**src/rtl/mem_pkg.sv**
```systemverilog
// Shared sizes, self-test seed and controller state encoding for the memory host controller.
package mem_pkg;

   localparam int unsigned ADDR_W    = 3;
   localparam int unsigned DATA_W    = 16;
   localparam logic [15:0] BIST_SEED = 16'hA5A5;

   typedef enum logic [3:0] {
      IDLE,
      WR,
      RD_ADDR,
      RD_CAP,
      RSP,
      BIST_WR,
      BIST_RD,
      BIST_CMP,
      BIST_END
   } state_t;

endpackage

```
**src/rtl/mem_pattern_gen.sv**
```systemverilog
// Self-test data pattern: seed XOR address, inverted on the second pass.
module mem_pattern_gen #(
   parameter int unsigned               ADDR_W = 3,
   parameter int unsigned               DATA_W = 16,
   parameter logic [DATA_W-1:0]         SEED   = DATA_W'(16'hA5A5)
) (
   input  logic [ADDR_W-1:0] addr,
   input  logic              pass,
   output logic [DATA_W-1:0] word
);

   logic [DATA_W-1:0] base;

   assign base = SEED ^ DATA_W'(addr);
   assign word = pass ? ~base : base;

endmodule

```
**src/rtl/mem_host_ctrl.sv**
```systemverilog
// Host command front-end for a small synchronous memory, with a two-pass built-in self-test.
module mem_host_ctrl #(
   parameter int unsigned       ADDR_W    = mem_pkg::ADDR_W,
   parameter int unsigned       DATA_W    = mem_pkg::DATA_W,
   parameter logic [DATA_W-1:0] BIST_SEED = DATA_W'(mem_pkg::BIST_SEED)
) (
   input  logic              clk,
   input  logic              rst_n,
   input  logic              cmd_valid,
   output logic              cmd_ready,
   input  logic              cmd_we,
   input  logic [ADDR_W-1:0] cmd_addr,
   input  logic [DATA_W-1:0] cmd_data,
   output logic              rsp_valid,
   input  logic              rsp_ready,
   output logic [DATA_W-1:0] rsp_data,
   input  logic              bist_start,
   output logic              bist_busy,
   output logic              bist_done,
   output logic              bist_fail,
   output logic [ADDR_W-1:0] fail_addr,
   output logic              mem_cs,
   output logic              mem_we,
   output logic [ADDR_W-1:0] mem_addr,
   output logic [DATA_W-1:0] mem_din,
   input  logic [DATA_W-1:0] mem_dout
);

   import mem_pkg::*;

   state_t            state_q, state_d;
   logic [ADDR_W-1:0] addr_q, addr_d;
   logic [DATA_W-1:0] data_q, data_d;
   logic              pass_q, pass_d;
   logic [DATA_W-1:0] rsp_data_q, rsp_data_d;
   logic              fail_q, fail_d;
   logic [ADDR_W-1:0] fail_addr_q, fail_addr_d;
   logic [DATA_W-1:0] pattern;
   logic              last_addr;

   mem_pattern_gen #(
      .ADDR_W (ADDR_W),
      .DATA_W (DATA_W),
      .SEED   (BIST_SEED)
   ) u_pattern (
      .addr (addr_q),
      .pass (pass_q),
      .word (pattern)
   );

   assign last_addr = &addr_q;
   assign mem_addr  = addr_q;
   assign rsp_data  = rsp_data_q;
   assign bist_fail = fail_q;
   assign fail_addr = fail_addr_q;

   // State and datapath registers
   always_ff @(posedge clk or negedge rst_n) begin
      if (!rst_n) begin
         state_q     <= IDLE;
         addr_q      <= '0;
         data_q      <= '0;
         pass_q      <= 1'b0;
         rsp_data_q  <= '0;
         fail_q      <= 1'b0;
         fail_addr_q <= '0;
      end else begin
         state_q     <= state_d;
         addr_q      <= addr_d;
         data_q      <= data_d;
         pass_q      <= pass_d;
         rsp_data_q  <= rsp_data_d;
         fail_q      <= fail_d;
         fail_addr_q <= fail_addr_d;
      end
   end

   // Next-state, datapath updates and state-decoded outputs
   always_comb begin
      state_d     = state_q;
      addr_d      = addr_q;
      data_d      = data_q;
      pass_d      = pass_q;
      rsp_data_d  = rsp_data_q;
      fail_d      = fail_q;
      fail_addr_d = fail_addr_q;
      cmd_ready   = 1'b0;
      rsp_valid   = 1'b0;
      bist_busy   = 1'b0;
      bist_done   = 1'b0;
      mem_cs      = 1'b0;
      mem_we      = 1'b0;
      mem_din     = data_q;

      unique case (state_q)
         IDLE: begin
            // Self-test has priority over a simultaneous host command
            if (bist_start) begin
               state_d     = BIST_WR;
               addr_d      = '0;
               pass_d      = 1'b0;
               fail_d      = 1'b0;
               fail_addr_d = '0;
            end else begin
               cmd_ready = rst_n;
               if (cmd_valid) begin
                  addr_d  = cmd_addr;
                  data_d  = cmd_data;
                  state_d = cmd_we ? WR : RD_ADDR;
               end
            end
         end
         WR: begin
            mem_cs  = 1'b1;
            mem_we  = 1'b1;
            state_d = IDLE;
         end
         RD_ADDR: begin
            mem_cs  = 1'b1;
            state_d = RD_CAP;
         end
         RD_CAP: begin
            rsp_data_d = mem_dout;
            state_d    = RSP;
         end
         RSP: begin
            rsp_valid = 1'b1;
            if (rsp_ready) begin
               state_d = IDLE;
            end
         end
         BIST_WR: begin
            bist_busy = 1'b1;
            mem_cs    = 1'b1;
            mem_we    = 1'b1;
            mem_din   = pattern;
            addr_d    = addr_q + ADDR_W'(1);
            if (last_addr) begin
               state_d = BIST_RD;
            end
         end
         BIST_RD: begin
            bist_busy = 1'b1;
            mem_cs    = 1'b1;
            state_d   = BIST_CMP;
         end
         BIST_CMP: begin
            bist_busy = 1'b1;
            // Address wraps to 0 through the increment at the end of each pass
            if (mem_dout != pattern) begin
               fail_d      = 1'b1;
               fail_addr_d = addr_q;
               state_d     = BIST_END;
            end else begin
               addr_d = addr_q + ADDR_W'(1);
               if (!last_addr) begin
                  state_d = BIST_RD;
               end else if (pass_q) begin
                  state_d = BIST_END;
               end else begin
                  pass_d  = 1'b1;
                  state_d = BIST_WR;
               end
            end
         end
         BIST_END: begin
            bist_done = 1'b1;
            state_d   = IDLE;
         end
         default: state_d = IDLE;
      endcase
   end

endmodule

```
**config.mk**
```make
export PLATFORM = sky130hd
export DESIGN_NAME = mem_host_ctrl
export DESIGN_NICKNAME = d
export VERILOG_FILES = /design/src/rtl/mem_pkg.sv /design/src/rtl/mem_pattern_gen.sv /design/src/rtl/mem_host_ctrl.sv
export SDC_FILE = /design/constraint.sdc
export NUM_CORES = 1
export LEC_CHECK = 0
export ABC_AREA = 1
export BUFFER_PORTS_ARGS = -buffer_cell sky130_fd_sc_hd__buf_2
export CAP_MARGIN = 30
export CORE_MARGIN = 1
export CORE_UTILIZATION = 36
export CTS_BUF_LIST = sky130_fd_sc_hd__clkbuf_8 sky130_fd_sc_hd__clkbuf_16
export CTS_CLUSTER_DIAMETER = 120
export DETAILED_ROUTE_END_ITERATION = 10
export GPL_ROUTABILITY_DRIVEN = 0
export PLACE_DENSITY = 0.7
export SYNTH_ARGS = -nofsm -noshare
export SYNTH_HDL_FRONTEND = slang
export SYNTH_SLANG_ARGS = --single-unit
```
**constraint.sdc**
```tcl
create_clock -name clk -period 2.9 [get_ports clk]
set_input_delay 0.145 -clock clk [delete_from_list [all_inputs] [get_ports clk]]
set_output_delay 0.145 -clock clk [all_outputs]
set_load 0.01 [all_outputs]
```
# ---- Word level (Yosys, flattened, before mapping)
# Cells that the tools add are included.
# Widths: inputs -> output; s select.
dict set report word_totals {
  input_bits 41
  out_inout_bits 45
  ff_bits 44
  word_cells 70
}
dict set report op_classes {
  n_bitwise 3
  n_mux 31
  eq_ne 16
  addsub 1
  n_reduce_logical 12
}
# op count
set op_table {}
lappend op_table {{$mux 16} 2}
lappend op_table {{$mux 4} 7}
lappend op_table {{$pmux 4 s7} 1}
lappend op_table {{$eq 4x3->1 const B} 4}
lappend op_table {{$ne 16x16->1} 1}
lappend op_table {{$not 16->16} 1}
lappend op_table {{$mux 3} 5}
lappend op_table {{$reduce_and 3->1} 5}
lappend op_table {{$ne 2x2->1 const B} 6}
lappend op_table {{$mux 1} 11}
lappend op_table {{$pmux 3 s3} 1}
lappend op_table {{$eq 4x2->1 const B} 2}
lappend op_table {{$not 2->8} 1}
lappend op_table {{$pmux 3 s2} 1}
lappend op_table {{$eq 4x1->1 const B} 1}
lappend op_table {{$eq 4x4->1 const B} 1}
lappend op_table {{$logic_not 4->1} 1}
lappend op_table {{$pmux 1 s2} 2}
lappend op_table {{$reduce_and 4->1} 1}
lappend op_table {{$reduce_or 4->1} 1}
lappend op_table {{$add 3x1->3 const B} 1}
lappend op_table {{$ne 3x3->1 const B} 1}
lappend op_table {{$reduce_bool 3->1} 1}
lappend op_table {{$reduce_or 3->1} 1}
lappend op_table {{4 further kinds} 4}

# ---- Logic depth before layout (Yosys ltp)
# Gate-level depths: netlist of run 1.
dict set report logic_depth {
  word_depth 6
  depth_mapped 13
  mapped_depth_nobuf 12
}

# ---- By module
# Synthesis of run 1 repeated with hierarchy kept, for this count alone.
dict set report unflattened {
  hier_cells 346
  hier_area_um2 2592.5
}
# mod area_per_inst_um2 cells_per_inst n_inst seq_area_each_um2
set by_module_without_submodules {}
lappend by_module_without_submodules {mem_host_ctrl 2453.6 321 1 1101.1}
lappend by_module_without_submodules {mem_pattern_gen 138.9 25 1 0.0}

# ---- Worst setup path after synthesis of run 1
# No wires, ideal clock.
dict set report synth_path {
  path_type {register to register}
  start {reg addr_q[0] (netlist: mem_addr[0])}
  end {reg state_q[0]}
  t_arrival_ns 1.316
  t_required_ns 2.783
  setup_time_ns 0.117
  setup_slack_ns 1.467
  path_stages_with_launch 11
  period_less_slack_ns 1.433
  path_buffers 0
  path_cell_list {dfrtp_1 ha_1 ha_1 inv_1 nand2_1 o31ai_1 inv_2 nand2_1 inv_1 nand2_1 nand2_1}
}
dict set report synth_via {
  elab_chain_len 6
  word_cells_on_any_way 10
  cone_classes {eq/ne: 2; mux: 4; bitwise: 2; reduce/logical: 2}
}
# element line
set synth_rtl {}
lappend synth_rtl {{start, declared} mem_host_ctrl.sv:32} ;# logic [ADDR_W-1:0] addr_q, addr_d;
lappend synth_rtl {{start signal, assigned} mem_host_ctrl.sv:69} ;# addr_q <= addr_d;
lappend synth_rtl {{$not 2->8 (no source line)} n/a}
lappend synth_rtl {{$not 16->16} mem_pattern_gen.sv:15} ;# assign word = pass ? ~base : base;
lappend synth_rtl {{$mux 16} mem_pattern_gen.sv:15}
lappend synth_rtl {{$ne 16x16->1} mem_host_ctrl.sv:150} ;# if (mem_dout != pattern) begin
lappend synth_rtl {{$mux 4} mem_host_ctrl.sv:150}
lappend synth_rtl {{$pmux 4 s7} mem_host_ctrl.sv:95} ;# unique case (state_q)
lappend synth_rtl {{end signal, assigned} mem_host_ctrl.sv:68} ;# state_q <= state_d;
lappend synth_rtl {{end, declared} mem_host_ctrl.sv:31} ;# state_t state_q, state_d;
# Several ways; a longest one is shown, not always the timed one.
# A chain may end at the register's enable or synchronous reset.

# ---- Final worst setup path of run 1
dict set report layout_path {
  start {reg state_q[1]}
  end {out mem_din[2]}
}
dict set report layout_via {
  elab_chain_len 2
}
# element line
set layout_rtl {}
lappend layout_rtl {{$eq 4x3->1} mem_host_ctrl.sv:95}
lappend layout_rtl {{$mux 16} mem_host_ctrl.sv:95}
lappend layout_rtl {{end, declared} mem_host_ctrl.sv:25} ;# output logic [DATA_W-1:0] mem_din,
# No other way between the ends.

==> results of run 1 <==
[logic make-up (layout without fill, tap and decap cells)]
kind of cell	Yosys count	in the layout	synth area share [%]
compound gates	32	32	7.863
fa+ha+maj	2	2	1.028
buf+inv	37	125	7.040
flops	44	44	45.22
mux	16	16	8.633
simple gates	160	160	30.22
[power by group]
part           internal [mW]  switching (mW)
Combinational          0.653           0.857
Clock                  0.252           0.204
Sequential             0.897           0.186
Total                   1.80            1.25
[cells in the mapped netlist, types with 2 or more instances]
cell        n  area [um2]
nor2_4      6       67.56
inv_2       5       18.77
o21ai_2     3       26.28
a21oi_1     4       20.02
inv_1      25       93.84
ha_1        2       25.02
nor2_1     16       60.06
a31oi_1     3       18.77
buf_6       2       22.52
nand2_2     3       18.77
nand3_1    12       60.06
dfrtp_1    44        1101
nand2_4     5       56.30
clkbuf_1    2       7.510
mux2_2      8       90.09
o21ai_0    19       95.09
nand4_1     3       18.77
nand3b_1    2       15.01
mux2_4      8       120.1
nand2_1   108       405.4
[sequential cells by signal (all words and copies together) (netlist names)]
| signal | flops |
|---|---|
| mem_addr | 3 |
| fail_addr | 3 |
| rsp_data | 16 |
| state_q | 4 |
| pass_q | 1 |
| bist_fail | 1 |
| data_q | 16 |
[metrics by stage]
stage | total power [mW] | instances
after floorplan | 2.088 | 291
after global placement | 2.593 | 448
after detailed placement | 2.616 | 448
after CTS | 3.080 | 456
after global routing | 3.314 | 456
final | 3.049 | 456
[critical path: cells and delay by family (launching register included)]
family | cells | cell delay (ns)
flops | 1 | 0.44
compound gates | 1 | 0.25
buf+inv | 2 | 0.43
simple gates | 2 | 0.46
[metal layers]
metal	track usage, %	routed length [um]	vias to the layer above
met5	0	0	-
met4	4.545	50	0
met3	3.245	260	5
met2	31.00	2858	50
met1	20.26	2555	1014
li1	-	-	1091
[final timing paths]
check                        startpoint           end
max                          state_q[1]    mem_din[2]
min                               rst_n   rsp_data[5]
max reg2reg                      pass_q   mem_addr[0]
min reg2reg                rsp_data[15]  rsp_data[15]
max in group asynchronous         rst_n    data_q[10]
min in group clk            cmd_data[6]     data_q[6]
[area by class of cell]
type	count	area (um2)	share of cell area, %
tap	77	96.34	3.188
clock buffer	5	68.82	2.277
timing repair buffer	86	432.9	14.33
multi-input combinational	210	1162	38.47
clock inverter	3	38.79	1.284
sequential	44	1101	36.44
inverter	31	121.4	4.017
==> impl_metrics.yaml, run 1 <==
run_status:
  status: "finished, violations left"
  violations: "design-rule violations, negative hold slack"
logic_synthesis:
  syn_area_mm2: 0.002435
  ys_ff_latch: 44
  synth-edff-count: 0
  synth_area_per_cell_um2: 8.367
  yosys_most_used_dff: "dfrtp_1"
  netlist_instances: 291
  seq_area_frac_synth_pct: 45.22
  syn_nets: 334
  synth_cell_types: 31
  ys_async_sr_fraction_pct: 100.0
  yosysWarnings: 0
cells_and_area:
  n_antenna_cell: 0
  fillerInstances: 657
  fin_nets: 421
  final_common_cell: "nand2_1"
  design_area_mm2: 0.003022
  final_cell_mix: "nand2_1 (108), buf_2 (85), dfrtp_1 (44), inv_1 (26), o21ai_0 (19)"
  fin_util_pct: 47.05
  areaGrowthSynthToFinish_pct: 24.10
  drive_gt1_share_pct: 35.62
clock_tree:
  cts_buffers: 5
  clk_latency_ns: 0.29
  cts_root_buffer: "clkbuf_8"
  htreeDepth: 2
  postCtsHoldBufs: 0
  clockBufferDepth: 2
  cts_sinks: 44
  clk_pin_slew_ns: 0.08
  cts_resized: 0
  cts_setup_buffers: 0
  cts_tree: "built"
timing:
  finClkSkew_ns: 0.005885
  fin_setup_tns_ns: 0
  grt_setup_unrepaired: "false"
  finalHoldWorstSlack_ns: -0.004550
  clock.fmax_mhz: 496.3
  setup_viol: 0
  fin_ws_ns: 0.8851
  final_max_slew_viol_count: 0
  fin_crit_sh_pct: 69.48
  relSlewSlack_pct: 62.48
  hold_viol: 2
  min_period_ns: 2.015
  worstMarginPinSlew_ns: 0.5628
global_routing:
  grt_pass1_vias: 2122
  grt-ovfl-total: 0
  grt_pass1_wl_um: 9522
  grt_use_total_pct: 16.92
  grt_max_degree: 45
  antenna_found_initial: 0
drt:
  ant_nets: 0
  wirelength_um: 5724
  via_per_inst: 4.737
  drt-pass1-iter-count: 9
  drcViolationCount: 13
  drtIter0Drc: 106
  wl_per_cell_um: 12.55
  num_vias: 2160
floorplanning:
  die_h_um: 84.24
  boundaryPins: 86
  die_x_um: 84.24
  fp.coreArea_mm2: 0.006422
  rows: 29
  dieArea_mm2: 0.007096
  start_util_pct: 37.91
power:
  vdd_drop_max_v: 0.0004280
  p_per_area_mw_per_mm2: 1009
  leakage_nw: 1.730
critical_path:
  cpPeakStageDelay_ns: 0.44
  reg2reg_setup_slack_ns: 1.16
  path_max_fanout: 17
  r2r_cells: 11
  worstPathArrival_ns: 1.87
  cp-start-kind: "flop"
  required_ns: 2.76
  path_cells: "or2_4 > nor2_4 > inv_1 > o21ai_0 > buf_2"
  path_class: "reg -> out"
  crit_slowest_cell: "dfrtp_1"
  critPathCaptureType: "output pin"
place:
  hpwl_um: 4459
  port_buffers: 85
  place_area_mm2: 0.002914
  place_ws_ns: 1.174
run:
  maxCapViolations: 0
min_path:
  hold_path.class: "in -> async"
(Power assumes the default switching activity.)
==> run 2, diff against run 1 <==
clock period = 2.05 ns   (was 2.9 ns; I/O delays follow)
==> impl_metrics.yaml, run 2 (same netlist as run 1, synthesis figures left out) <==
global_routing:
  grt_use_total_pct: 17.51
  grt_max_degree: 28
  grt-ovfl-total: 0
  grt_pass1_vias: 2108
  antenna_found_initial: 0
  grt_pass1_wl_um: 9867
clock_tree:
  clk_pin_slew_ns: 0.08
  cts_buffers: 5
  htreeDepth: 2
  cts_tree: "built"
  cts_root_buffer: "clkbuf_8"
  clockBufferDepth: 2
  clk_latency_ns: 0.28
  cts_sinks: 44
floorplanning:
  boundaryPins: 86
  die_h_um: 84.24
  rows: 29
  dieArea_mm2: 0.007096
  fp.coreArea_mm2: 0.006422
  start_util_pct: 37.91
  die_x_um: 84.24
cells_and_area:
  final_cell_mix: "nand2_1 (108), buf_2 (85), dfrtp_1 (44), inv_1 (25), o21ai_0 (19)"
  layoutNonFillerInstCount: 460
  areaGrowthSynthToFinish_pct: 24.67
  n_antenna_cell: 0
  fin_nets: 426
  drive_gt1_share_pct: 36.29
  final_common_cell: "nand2_1"
run_status:
  status: "finished, violations left"
  violations: "design-rule violations"
critical_path:
  worstPathArrival_ns: 1.86
  cp_num_buf_inv: 3
  critPathCaptureType: "output pin"
  crit_slowest_cell: "dfrtp_1"
  path_cells: "or2_4 > nor2_4 > clkinvlp_4 > buf_4 > o21ai_0 > buf_2"
  path_delay_family: "simple AND/OR/NAND/NOR gates"
  cpPeakStageDelay_ns: 0.43
  path_class: "reg -> out"
  reg2reg_from: "pass_q"
  required_ns: 1.95
  path_max_fanout: 8
  cp-start-kind: "flop"
  worstSetupStartpoint: "state_q[1]"
timing:
  min_period_ns: 1.963
  clock.fmax_mhz: 509.5
  finalHoldWorstSlack_ns: 0.04350
  relSlewSlack_pct: 74.43
  final_max_slew_viol_count: 0
  hold_viol: 0
  setup_viol: 0
  fin_crit_sh_pct: 95.74
  finClkSkew_ns: 0.004499
  worstMarginPinSlew_ns: 0.3835
  fin_setup_tns_ns: 0
drt:
  drcViolationCount: 12
  wirelength_um: 5876
  ant_nets: 0
  wl_per_cell_um: 12.77
  drtIter0Drc: 116
  drt-pass1-iter-count: 7
  num_vias: 2134
  via_per_inst: 4.639
min_path:
  min_from: "mem_dout[4]"
  hold_path.class: "in -> reg"
run:
  maxCapViolations: 0
power:
  vdd_drop_max_v: 0.0007023
  leakage_nw: 1.737
  p_per_area_mw_per_mm2: 1393
place:
  place_inst: 450
  hpwl_um: 4632
  port_buffers: 85
==> run 2: cell count changes in the layout (fill, tap and decap cells not counted), sizes merged <==
cell	change
dlygate4sd3	+1
bufinv	-1
clkinvlp	+1
buf	+4
inv	-1
==> run 2: metrics by stage <==
stage               utilization (%)  power [mW]  worst slack (ns)  instance area, um2
finish                        47.26       4.228           0.08723                3035
global route                  47.26       4.592         -0.007982                3035
CTS                           46.97       4.254           0.05114                3017
detailed placement            45.61       3.730            0.3695                2929
global placement              45.61       3.666            0.4057                2929
floorplan                         -       2.954            0.6174                2435
==> run 2: tightest hold or removal path: cells and delay by family <==
| kind | cells | cell delay (ns) |
|---|---|---|
| buf+inv | 1 | 0.10 |
| simple gates | 2 | 0.09 |
==> run 2: power breakdown <==
part / leakage [nW] / switching, mW / internal (mW) / total, mW
Combinational: 1.15 / 1.24 / 0.949 / 2.19
Clock: 0.0452 / 0.272 / 0.227 / 0.499
Sequential: 0.543 / 0.272 / 1.27 / 1.54
==> run 2: area by class of cell <==
class | count | area (um2)
fill | 629 | 3387
multi-input combinational | 210 | 1162
sequential | 44 | 1101
timing repair buffer | 91 | 473.0
inverter | 31 | 125.1
tap | 77 | 96.34
clock buffer | 5 | 68.82
clock inverter | 2 | 8.758
==> run 2: worst paths after layout <==
path	endpoint	slack [ns]	cells past startpoint
worst max-delay path	mem_din[2]	0.09	6
min in group asynchronous	rsp_data[2]	0.39	3
worst min register to register	rsp_data[5]	0.48	2
worst max register to register	mem_addr[2]	0.34	11
max in group asynchronous	data_q[1]	1.42	3
worst min-delay path	rsp_data[4]	0.04	3
==> run 2: timing repair <==
item                                   CTS  global route
resized for setup                        0             1
hold buffers                             1             0
setup buffers                            0             2
setup endpoints to repair                0             2
endpoints found under the hold margin   44             0
==> run 2: per-layer routing <==
layer | global-route usage [%] | up-vias | share of wire [%]
met4 | 4.389 | 0 | 0.90
met1 | 21.61 | 970 | 45
met5 | 0 | - | 0
li1 | - | 1107 | -
met3 | 3.245 | 4 | 4.5
met2 | 31.52 | 53 | 50
